**config.mk**
```make
export PLATFORM = sky130hd
export DESIGN_NAME = dht11_read_scheduler
export DESIGN_NICKNAME = d
export VERILOG_FILES = /design/src/rtl/dht11_read_scheduler.sv
export SDC_FILE = /design/constraint.sdc
export NUM_CORES = 1
export LEC_CHECK = 0
export ABC_AREA = 1
export ABC_CLOCK_PERIOD_IN_PS = 3100
export CORE_MARGIN = 4
export CORE_UTILIZATION = 45
export CTS_CLUSTER_SIZE = 20
export DETAILED_ROUTE_END_ITERATION = 7
export PLACE_DENSITY = 0.77
export SLEW_MARGIN = 20
export SYNTH_ARGS = -nofsm -noshare
export SYNTH_HDL_FRONTEND = slang
export SYNTH_SLANG_ARGS = --single-unit
```
**constraint.sdc**
```tcl
create_clock -name clk -period 3.1 [get_ports clk]
set_input_delay 0.62 -clock clk [delete_from_list [all_inputs] [get_ports clk]]
set_output_delay 0.62 -clock clk [all_outputs]
set_load 0.02 [all_outputs]
```
**src/rtl/dht11_read_scheduler.sv**
```systemverilog
// DHT11 read scheduler: paces start pulses to the single-wire controller,
// retries failed reads, recovers the controller after a timeout and holds
// the last good humidity/temperature pair for the display/UART side.
module dht11_read_scheduler #(
    parameter int CLK_PER_MS   = 100_000,
    parameter int PERIOD_MS    = 2000,
    parameter int MIN_GAP_MS   = 1000,
    parameter int RETRY_GAP_MS = 1100,
    parameter int TIMEOUT_MS   = 30,
    parameter int MAX_RETRY    = 3
) (
    input  logic        clk,
    input  logic        rst,
    input  logic        enable,
    input  logic        req_now,
    output logic        dht_start,
    output logic        dht_rst,
    input  logic        dht_done,
    input  logic        dht_valid,
    input  logic [15:0] dht_hum,
    input  logic [15:0] dht_temp,
    output logic [15:0] humidity,
    output logic [15:0] temperature,
    output logic        data_valid,
    output logic        update,
    output logic        err_timeout,
    output logic        err_fail,
    output logic [7:0]  fail_cnt,
    output logic        busy,
    output logic [2:0]  state
);

    typedef enum logic [2:0] {
        IDLE     = 3'd0,
        WAIT_GAP = 3'd1,
        TRIGGER  = 3'd2,
        BUSY     = 3'd3,
        RECOVER  = 3'd4
    } state_t;

    localparam int              TICK_W    = (CLK_PER_MS > 1) ? $clog2(CLK_PER_MS) : 1;
    localparam logic [TICK_W-1:0] TICK_LAST = TICK_W'(CLK_PER_MS - 1);
    localparam logic [15:0]     PERIOD    = 16'(PERIOD_MS);
    localparam logic [15:0]     MIN_GAP   = 16'(MIN_GAP_MS);
    localparam logic [15:0]     RETRY_GAP = 16'(RETRY_GAP_MS);
    localparam logic [15:0]     TIMEOUT   = 16'(TIMEOUT_MS);
    localparam logic [7:0]      RETRY_MAX = 8'(MAX_RETRY);

    state_t              cur_state;
    state_t              nxt_state;
    logic [TICK_W-1:0]   tick_cnt;
    logic                tick;
    logic [15:0]         ms_cnt;
    logic [15:0]         gap;
    logic [15:0]         gap_nxt;
    logic                pending;
    logic [7:0]          retry_cnt;
    logic [1:0]          rec_cnt;
    logic                load_data;
    logic                retry_decide;
    logic                retry_inc;
    logic                retry_clr;
    logic                fail_evt;
    logic                timeout_evt;

    assign tick      = (tick_cnt == TICK_LAST);
    assign dht_start = (cur_state == TRIGGER);
    assign dht_rst   = (cur_state == RECOVER);
    assign busy      = (cur_state == TRIGGER) || (cur_state == BUSY) || (cur_state == RECOVER);
    assign state     = cur_state;

    // Free-running prescaler producing a one-clock tick every millisecond.
    always_ff @(posedge clk or posedge rst) begin
        if (rst)
            tick_cnt <= '0;
        else if (tick)
            tick_cnt <= '0;
        else
            tick_cnt <= tick_cnt + TICK_W'(1);
    end

    // State register.
    always_ff @(posedge clk or posedge rst) begin
        if (rst)
            cur_state <= IDLE;
        else
            cur_state <= nxt_state;
    end

    // Next-state logic plus the one-cycle actions taken on each transition.
    always_comb begin
        nxt_state    = cur_state;
        gap_nxt      = gap;
        load_data    = 1'b0;
        retry_decide = 1'b0;
        retry_inc    = 1'b0;
        retry_clr    = 1'b0;
        fail_evt     = 1'b0;
        timeout_evt  = 1'b0;
        case (cur_state)
            IDLE: begin
                if (enable) begin
                    nxt_state = WAIT_GAP;
                    gap_nxt   = PERIOD;
                end
            end
            WAIT_GAP: begin
                if (!enable)
                    nxt_state = IDLE;
                else if ((ms_cnt >= gap) || ((pending || req_now) && (ms_cnt >= MIN_GAP)))
                    nxt_state = TRIGGER;
            end
            TRIGGER: nxt_state = BUSY;
            BUSY: begin
                if (dht_done) begin
                    if (dht_valid) begin
                        load_data = 1'b1;
                        retry_clr = 1'b1;
                        gap_nxt   = PERIOD;
                        nxt_state = enable ? WAIT_GAP : IDLE;
                    end else begin
                        retry_decide = 1'b1;
                    end
                end else if (ms_cnt == TIMEOUT) begin
                    timeout_evt = 1'b1;
                    nxt_state   = RECOVER;
                end
            end
            RECOVER: begin
                if (rec_cnt == 2'd3)
                    retry_decide = 1'b1;
            end
            default: nxt_state = IDLE;
        endcase
        if (retry_decide) begin
            if (retry_cnt < RETRY_MAX) begin
                retry_inc = 1'b1;
                gap_nxt   = RETRY_GAP;
            end else begin
                fail_evt  = 1'b1;
                retry_clr = 1'b1;
                gap_nxt   = PERIOD;
            end
            nxt_state = enable ? WAIT_GAP : IDLE;
        end
    end

    // Millisecond counter restarts on every state change and saturates.
    always_ff @(posedge clk or posedge rst) begin
        if (rst)
            ms_cnt <= '0;
        else if (nxt_state != cur_state)
            ms_cnt <= '0;
        else if (tick && (ms_cnt != 16'hFFFF))
            ms_cnt <= ms_cnt + 16'd1;
    end

    // Holds the controller in local reset for exactly four clocks.
    always_ff @(posedge clk or posedge rst) begin
        if (rst)
            rec_cnt <= '0;
        else if (cur_state != RECOVER)
            rec_cnt <= '0;
        else
            rec_cnt <= rec_cnt + 2'd1;
    end

    // Early-read request is only remembered while waiting and dropped on leaving.
    always_ff @(posedge clk or posedge rst) begin
        if (rst)
            pending <= 1'b0;
        else
            pending <= (nxt_state == WAIT_GAP) &&
                       (pending || ((cur_state == WAIT_GAP) && req_now));
    end

    // Retry bookkeeping and the gap that the next WAIT_GAP visit must honour.
    always_ff @(posedge clk or posedge rst) begin
        if (rst) begin
            retry_cnt <= '0;
            gap       <= '0;
        end else begin
            gap <= gap_nxt;
            if (retry_clr)
                retry_cnt <= '0;
            else if (retry_inc)
                retry_cnt <= retry_cnt + 8'd1;
        end
    end

    // Result registers and status pulses; failed reads leave the data untouched.
    always_ff @(posedge clk or posedge rst) begin
        if (rst) begin
            humidity    <= '0;
            temperature <= '0;
            data_valid  <= 1'b0;
            update      <= 1'b0;
            err_timeout <= 1'b0;
            err_fail    <= 1'b0;
            fail_cnt    <= '0;
        end else begin
            update      <= load_data;
            err_timeout <= timeout_evt;
            err_fail    <= fail_evt;
            if (load_data) begin
                humidity    <= dht_hum;
                temperature <= dht_temp;
                data_valid  <= 1'b1;
            end
            if (fail_evt && (fail_cnt != 8'hFF))
                fail_cnt <= fail_cnt + 8'd1;
        end
    end

endmodule

```
==> qor.yml, run 1 <==
layout_min_cycle_time_ns: 2.58
setup.reg_to_reg.worst_slack_ns: 0.74
worstMarginPinSlew_ns: 0.596
required_ns: 2.48
p_seq_frac: 0.545
clk_transition_reported_paths_ns: 0.08
swShare: 0.254
layout_worst_path_cycle_share: 0.831
diodes: 0
setup_violations: 0
drv_slew: 0
yosys.area.top_type_share: 0.501
clkLatencyLatePin_ns: 0.36
clock_sinks: 94
achievable-frequency_mhz: 388
reg2reg_to: "ms_cnt[14]"
port_buffers: 87
die-height_um: 110
io_pins: 88
internal_power_mw: 1.73
drc_errors: 0
syn_inst: 550
synth_top_area_cells: "dfrtp_1 (50%), nand2_1 (14%), inv_1 (4.6%), nor2_1 (4.6%), ha_1 (4.0%)"
synth_top_family_by_area: "simple AND/OR/NAND/NOR gates"
synthDominantAreaCellType: "dfrtp_1"
ctsLongestPathBuffers: 2
worstHoldPathType: "reg -> reg"
total_power_divided_by_cell_area_mw_per_mm2: 390
max_cap_violations: 0
p_clk_frac: 0.353
worst_setup_path_end_kind: "primary output"
edff_count_synth: 0
timing.critical_path.cells: "inv_2 -> nand2_1 -> nor2_4 -> inv_2 -> nand2_1 -> clkdlybuf4s50_1"
first_pass_grt_wire_length_um: 17300
synth-adder-area-share: 0.0400
cts_resized: 0
finalWirelength_um: 10000
fp.dieW_um: 110
slew-limit-headroom: 0.602
grt_max_degree: 48
synthesized_area_fraction_occupied_by_ao_oa_aoi_and_oai_cells: 0.0448
synth_nets: 603
cts_root_buffer: "clkbuf_8"
post_synth_most_frequent_cells: "nand2_1 (173), dfrtp_1 (94), inv_1 (58), nor2_1 (58), nand3_1 (20)"
final_util: 0.580
cts_made_buffers: 9
cts_hold_buffers: 0
max_stage_delay_ns: 0.61
outcome: "finished clean"
r2r-start: "ms_cnt[9]"
worst-r2r-cell-count: 14
cts.htree.levels: 3
antenna_found_initial: 0
synth_cell_types: 38
timing.critical_path.fanout_max: 6
setup.worst_path.end: "busy"
yosysWarnings: 0
area_growth_synth_to_finish_pct: 26.3
finalSetupTns_ns: 0
wl_per_cell_um: 12.8
tritoncts: "done"
postSynthRegisterBits: 94
timing.critical_path.from: "state[1]"
postSynth.topFlopCell: "dfrtp_1"
yosys-mux-area-fraction: 0
gpl.final_weighted_congestion: 0.938
post_synth_and_or_nand_nor_area_fraction: 0.298
power_leakage_nw: 2.86
worst_ep_arrival_time_ns: 1.96
ant_nets: 0
layout-drive-gt1-share: 0.105
coreArea_sq_mm: 0.0102
row_count: 37
slowest_cp_cell: "clkdlybuf4s50_1"
post_synth_instance_area_sq_mm: 0.00470
synth_sequential_area_ratio: 0.501
worst_case_clock_skew_ns: 0.0138
start_util: 0.459
p_comb_frac: 0.101
p_sw_mw: 0.588
vias_per_cell: 4.80
gr-total-overflow: 0
power.ir.vdd_worst_mv: 0.240
detail_route.iter0.violations: 242
mean_post_synth_cell_area_sq_um: 8.54
number_of_iterations_in_the_first_detailed_routing_pass: 4
routed-via-count: 3769
setup.worst_path.class: "reg -> out"
synthMostInstantiatedCell: "nand2_1"
grt_use_total: 0.179
synth-async-reset-ratio: 1.00
final_net_count: 697
timing.hold.worst.start: "rec_cnt[0]"
postCtsSetupRepairBufs: 0
final_hold_viol_count: 0
floorplan.die_area_sq_mm: 0.0121
unrepaired_setup_endpoints_after_global_routing: "false"
dp_hpwl_um: 7620
first_global_vias: 3817
synth-xor-area-share: 0.0506
worst_setup_start_kind: "flop"
## critical path, delay by kind of cell, from the launching register on
family	cells	cell delay, ns
DFF	1	0.46
buffers and inverters	3	0.81
and+or+nand+nor	3	0.33
## final cells by class
type	count	area [sq um]
Multi-Input combinational cell	378	2040
Clock buffer	9	124
Sequential cell	94	2350
Tap cell	136	170
Fill cell	851	4300
Clock inverter	7	71.3
Inverter	70	264
Timing Repair Buffer	91	913
## how the worst min path moves through the flow
stage	to	slack (ns)	cells past startpoint
final	rec_cnt[0]	0.45	1
after global routing	rec_cnt[0]	0.46	1
after CTS	rec_cnt[0]	0.45	1
after detailed placement	rec_cnt[0]	0.43	1
after global placement	rec_cnt[0]	0.42	1
after floorplan	rec_cnt[0]	0.41	1
## cell usage in the layout (no fill, tap or decap), types with 2 or more instances in the layout
master,netlist,final
nand2_1,173,173
dfrtp_1,94,94
clkdlybuf4s50_1,0,87
inv_1,58,57
nor2_1,58,57
nand3_1,20,20
xor2_1,18,18
ha_1,15,15
o21ai_0,13,13
inv_2,12,12
nor2_4,12,12
nand4_1,10,10
nor3_1,9,9
clkbuf_8,0,9
a21oi_1,8,8
nand2_2,6,6
xnor2_1,6,6
clkinv_2,0,4
nand3_2,3,3
nor2_2,2,3
nor4_1,3,3
inv_6,0,3
buf_4,0,3
nand3b_1,2,2
or2_2,2,2
a21oi_2,2,2
a21o_1,2,2
a31oi_1,2,2
## routing by layer
metal	vias up	track usage	routed length, um
li1	1893	-	-
met3	15	0.0582	743
met5	-	0	0
met1	1754	0.234	4470
met4	0	0.0624	153
met2	107	0.282	4650
## stage by stage
stage	setup slack (ns)	instance area (sq um)	power, mW	hold WS, ns	cells
finish	0.523	5930	2.32	0.445	785
global route	0.429	5930	2.42	0.462	785
CTS	0.517	5930	2.34	0.451	785
detailed placement	0.408	5740	1.52	0.430	769
global placement	0.598	5740	1.52	0.420	769
floorplan	0.0313	4700	1.42	0.410	550
## sequential cells by signal (all words and copies together), names as in the netlist
signal,flops
tick_cnt,17
ms_cnt,16
gap,3
temperature,16
retry_cnt,8
humidity,16
update,1
err_fail,1
data_valid,1
pending,1
state,3
rec_cnt,2
fail_cnt,8
err_timeout,1
## cell families (layout without fill, tap and decap cells)
logic type | after synthesis | count (layout)
XOR/XNOR | 25 | 25
buffers and inverters | 78 | 177
adder cells (fa/ha/maj) | 15 | 15
AND/OR/NAND/NOR | 305 | 305
AO/OA/AOI/OAI | 33 | 33
flip-flops | 94 | 94
## power by group through the flow
stage / registers, mW / logic [mW] / clock network (mW)
after detailed placement: 1.29 / 0.238 / 0
after CTS: 1.26 / 0.238 / 0.835
final: 1.26 / 0.235 / 0.818
after global placement: 1.29 / 0.231 / 0
after global routing: 1.27 / 0.258 / 0.898
after floorplan: 1.31 / 0.109 / 0
Power figures use the tool's default switching activity.
==> run 2, diff against run 1 <==
Settings changed: ABC_CLOCK_PERIOD_IN_PS 3100 to 2400, PLACE_DENSITY 0.77 to 0.74.
Clock period 3.1 ns to 2.4 ns, I/O delays scaled along.
==> qor.yml, run 2 (synthesis results as in run 1) <==
final_util: 0.582  # was 0.580
port_buffers: 87  # unchanged
tritoncts: "done"  # unchanged
finalWirelength_um: 9910  # was 10000 um
number_of_iterations_in_the_first_detailed_routing_pass: 4  # unchanged
clk_transition_reported_paths_ns: 0.08  # about the same
final_hold_viol_count: 0  # unchanged
wl_per_cell_um: 12.6  # was 12.8 um
routed-via-count: 3782  # was 3769
power_leakage_nw: 2.87  # was 2.86 nW
worst-r2r-cell-count: 10  # was 14
finalSetupTns_ns: 0  # unchanged
grt_max_degree: 95  # was 48
row_count: 37  # unchanged
detail_route.iter0.violations: 121  # was 242
max_cap_violations: 0  # unchanged
dp_hpwl_um: 7370  # was 7620 um
timing.critical_path.from: "state[1]"  # unchanged
gr-total-overflow: 0  # unchanged
worstMarginPinSlew_ns: 0.495  # was 0.596 ns
first_pass_grt_wire_length_um: 17000  # was 17300 um
outcome: "finished clean"  # unchanged
worst_ep_arrival_time_ns: 1.81  # was 1.96 ns
antenna_found_initial: 0  # unchanged
clkLatencyLatePin_ns: 0.37  # was 0.36 ns
drc_errors: 0  # unchanged
first_global_vias: 3737  # was 3817
timing.hold.worst.start: "rec_cnt[0]"  # unchanged
cts_made_buffers: 9  # unchanged
die-height_um: 110  # unchanged
reg2reg_to: "ms_cnt[8]"  # was ms_cnt[14]
most-common-layout-cells: "nand2_1 (173), dfrtp_1 (94), clkdlybuf4s50_1 (85)"  # was nand2_1 (173), dfrtp_1 (94), clkdlybuf4s50_1 (87)
setup.worst_path.class: "reg -> out"  # unchanged
fp.dieW_um: 110  # unchanged
grt_use_total: 0.177  # was 0.179
coreArea_sq_mm: 0.0102  # unchanged
final_common_cell: "nand2_1"  # unchanged
setup.worst_path.end: "dht_rst"  # was busy
area_growth_synth_to_finish_pct: 26.8  # was 26.3%
power.ir.vdd_worst_mv: 0.361  # was 0.240 mV
vias_per_cell: 4.82  # was 4.80
unrepaired_setup_endpoints_after_global_routing: "false"  # unchanged
clock_sinks: 94  # unchanged
cts.htree.levels: 3  # unchanged
layout-drive-gt1-share: 0.108  # was 0.105
layout_worst_path_cycle_share: 0.955
total_power_divided_by_cell_area_mw_per_mm2: 497  # was 390 mW/mm^2
drv_slew: 0  # unchanged
r2r-start: "ms_cnt[1]"  # was ms_cnt[9]
largest_reg_flops: 17  # unchanged
slew-limit-headroom: 0.670  # was 0.602
worst_case_clock_skew_ns: 0.0110  # was 0.0138 ns
setup_violations: 0  # unchanged
timing.critical_path.fanout_max: 6  # unchanged
ant_nets: 0  # unchanged
achievable-frequency_mhz: 436
floorplan.die_area_sq_mm: 0.0121  # unchanged
postCtsSetupRepairBufs: 0  # unchanged
worstHoldPathType: "reg -> reg"  # unchanged
largest-register: "tick_cnt"  # unchanged
setup.reg_to_reg.worst_slack_ns: 0.23  # was 0.74 ns
start_util: 0.459  # unchanged
final_net_count: 698  # was 697
layout_min_cycle_time_ns: 2.29
nFillCells: 889  # was 851
gpl.final_weighted_congestion: 0.903  # was 0.938
cts_root_buffer: "clkbuf_8"  # unchanged
worst_setup_start_kind: "flop"  # unchanged
required_ns: 1.92  # was 2.48 ns
diodes: 0  # unchanged
worst_setup_path_end_kind: "primary output"  # unchanged
io_pins: 88  # unchanged
ctsLongestPathBuffers: 2  # unchanged
==> run 2: power breakdown <==
part           internal (mW)  switching (mW)  leakage [nW]
Sequential              1.61          0.0201          1.27
Clock                  0.464           0.548        0.0990
Combinational          0.145           0.170          1.50
==> run 2: per-stage QoR <==
step | total power, mW | hold slack, ns | instances | instance area [sq um] | setup WS [ns]
CTS | 3.00 | 0.450 | 785 | 5950 | 0.0747
detailed placement | 1.98 | 0.438 | 770 | 5760 | 0.122
finish | 2.96 | 0.442 | 785 | 5960 | 0.109
floorplan | 1.83 | 0.410 | 550 | 4700 | 0.458
global route | 3.09 | 0.485 | 785 | 5960 | 0.0142
global placement | 1.98 | 0.420 | 770 | 5760 | 0.188
==> run 2: worst max-delay path, stage by stage, from the launching register on <==
cell and delay [ns]:
dfrtp_1 0.46, inv_2 0.13, nand2_1 0.09, nor2_4 0.13
clkdlybuf4s50_1 0.64
==> run 2: layout make-up <==
| cell class | instances | area (sq um) | share of cell area |
|---|---|---|---|
| sequential | 94 | 2350 | 0.395 |
| clock inverter | 3 | 26.3 | 0.00441 |
| multi-input combinational | 378 | 2040 | 0.343 |
| tap | 136 | 170 | 0.0286 |
| clock buffer | 12 | 165 | 0.0277 |
| timing repair buffer | 92 | 931 | 0.156 |
| inverter | 70 | 267 | 0.0447 |
==> run 2: worst min path at each step <==
stage                 end  slack [ns]  cells after the start
2_1_floorplan  rec_cnt[0]        0.41                      1
3_3_place_gp   rec_cnt[0]        0.42                      1
3_5_place_dp   rec_cnt[0]        0.44                      1
4_1_cts        rec_cnt[0]        0.45                      1
5_1_grt        rec_cnt[0]        0.49                      1
6_report       rec_cnt[0]        0.44                      1
==> run 2: layer usage <==
layer,global-route usage,part of all wire,vias to the layer above
li1,-,-,1893
met5,0,0,-
met2,0.282,0.47,99
met4,0.0616,0.016,0
met3,0.0623,0.075,13
met1,0.223,0.44,1777
==> run 2: what timing repair did <==
item | CTS | global route
gates resized for setup | 2 | 2
endpoints found under the setup margin | 2 | 2
hold buffers | 0 | 0
==> variant, RTL diff (config.mk and constraints of run 1) <==
Set the parameter `CLK_PER_MS` to 50_000 (it was 100_000).
--- a/src/rtl/dht11_read_scheduler.sv
+++ b/src/rtl/dht11_read_scheduler.sv
@@ -2,7 +2,7 @@
 // retries failed reads, recovers the controller after a timeout and holds
 // the last good humidity/temperature pair for the display/UART side.
 module dht11_read_scheduler #(
-    parameter int CLK_PER_MS   = 100_000,
+    parameter int CLK_PER_MS   = 50_000,
     parameter int PERIOD_MS    = 2000,
     parameter int MIN_GAP_MS   = 1000,
     parameter int RETRY_GAP_MS = 1100,
Function: no difference found for any inputs over 10 cycles, from zero or initial values and one cycle with rst high; that may be too few to reach the edited logic, so the function may still have changed.
==> variant against run 1 <==
Worst setup slack lost 0.0036 ns. Register-to-register slack gained 0.21 ns. Area after synthesis shrank 1.2%. Sequential share of layout area shrank 0.26 points. Final area shrank 0.42%. Synthesized cell count grew 3.8%. Sequential cell count shrank 1. Total power grew 5.7%. Clock power grew 19%. Largest cell class unchanged. Wire length grew 2.5%. Non-clock buffer count shrank 2.
==> variant: results (changes against run 1) <==
pre-CTS setup slack=0.679 ns (+0.271 ns); largest net degree at the start of global routing=66 (+38%); clk_skew=0.0109 ns (-0.00286 ns); Yosys cell types=37 (-2.6%); layout cells sized above 1=9.13% (-1.3 points); outcome=finished clean; Slew @ Worst Pin=0.906 ns (+0.310 ns); critical path's largest stage delay=0.59 ns (-0.02 ns); PwrDens=414 nW/µm² (+6.2%); RD Place Congestion=0.858 (-8.5%); routed wire length=10,300 µm (+2.5%); Mapped Nets=624 (+3.5%); critical-path maximum fanout=7 (+1); Total Routing Usage GR=18.4% (+0.53 points); P_int=1.88 mW (+8.6%); leak pwr=2.97 nW (+4.0%); dominant cells by area after synthesis=dfrtp_1 50%, nand2_1 16%, inv_1 5.6%, nor2_1 4.6%, ha_1 4.0%; Critical R2R Capture=ms_cnt[9]; Synth top cells by count=192 x nand2_1, 93 x dfrtp_1, 69 x inv_1, 57 x nor2_1, 30 x nand3_1; hpwl dp=7500 µm (-1.5%); vias in the first global route=3,884 (+1.8%); Vias per Instance=4.90 (+2.1%); Netlist Area Pre-Place=4640 µm² (-1.2%); placed instance count=785 (+2.1%); Worst R2R Start=tick_cnt[0]; Seq/Total Area, Yosys=50.2% (+0.082 points); DR WL/cell=12.8 µm (+0.41%); Crit. Startpoint=state[1]; maximum VDD drop=0.000262 V (+9.3%); placed inst area=5660 µm² (-1.3%); R2R setup slack=0.95 ns (+0.21 ns); R2R cell count=12 (-2); Hold Slack=0.432 ns (-0.0130 ns); global-route wire length before repair=17,400 µm (+1.0%); footprint of the multi-input gates=1990 µm² (-2.1%); P_comb=0.223 mW (-5%); Nets=716 (+2.7%)
variant: cell types whose count changed after synthesis, sizes merged, moves of 3 or more:
cell / delta
xnor2: -3
inv: +3
nand2: +19
nand3: +9
a21oi: +3
xor2: -8
variant: cell type report:
| class | count | area share (%) |
|---|---|---|
| Clock buffer | 9 | 2.10 |
| Clock inverter | 7 | 2.03 |
| Inverter | 73 | 4.70 |
| Multi-Input combinational cell | 397 | 33.7 |
| Sequential cell | 93 | 39.4 |
| Tap cell | 133 | 2.82 |
| Timing Repair Buffer | 89 | 15.2 |
variant: layer usage:
metal / up-vias / global-route usage, % / share of wire, %
li1: 1963 / - / -
met1: 1828 / 21.4 / 42
met2: 118 / 30.1 / 46
met3: 16 / 7.99 / 9.8
met4: 0 / 7.39 / 2.2
met5: - / 0 / 0
variant: cell families (layout without fill, tap and decap cells):
logic type      Yosys count  in the layout  synth area share (%)
fa+ha+maj                15             15                  4.05
xor+xnor                 14             14                  2.64
mux                       1              1                 0.243
simple gates            336            336                  32.1
buf+inv                  81            178                  6.93
flops                    93             93                  50.2
compound gates           31             31                  3.86
variant: worst max path at each step:
stage / slack [ns] / cells after the start / to
2_1_floorplan: 0.06 / 1 / data_valid
6_report: 0.52 / 5 / busy
3_5_place_dp: 0.68 / 10 / ms_cnt[13]
3_3_place_gp: 0.73 / 10 / ms_cnt[12]
5_1_grt: 0.39 / 5 / busy
4_1_cts: 0.49 / 5 / busy
variant: worst max-delay path, delay by kind of cell (launching register included):
| kind | cells | cell delay, ns |
|---|---|---|
| and+or+nand+nor | 3 | 0.44 |
| DFF | 1 | 0.48 |
| buffers and inverters | 2 | 0.67 |
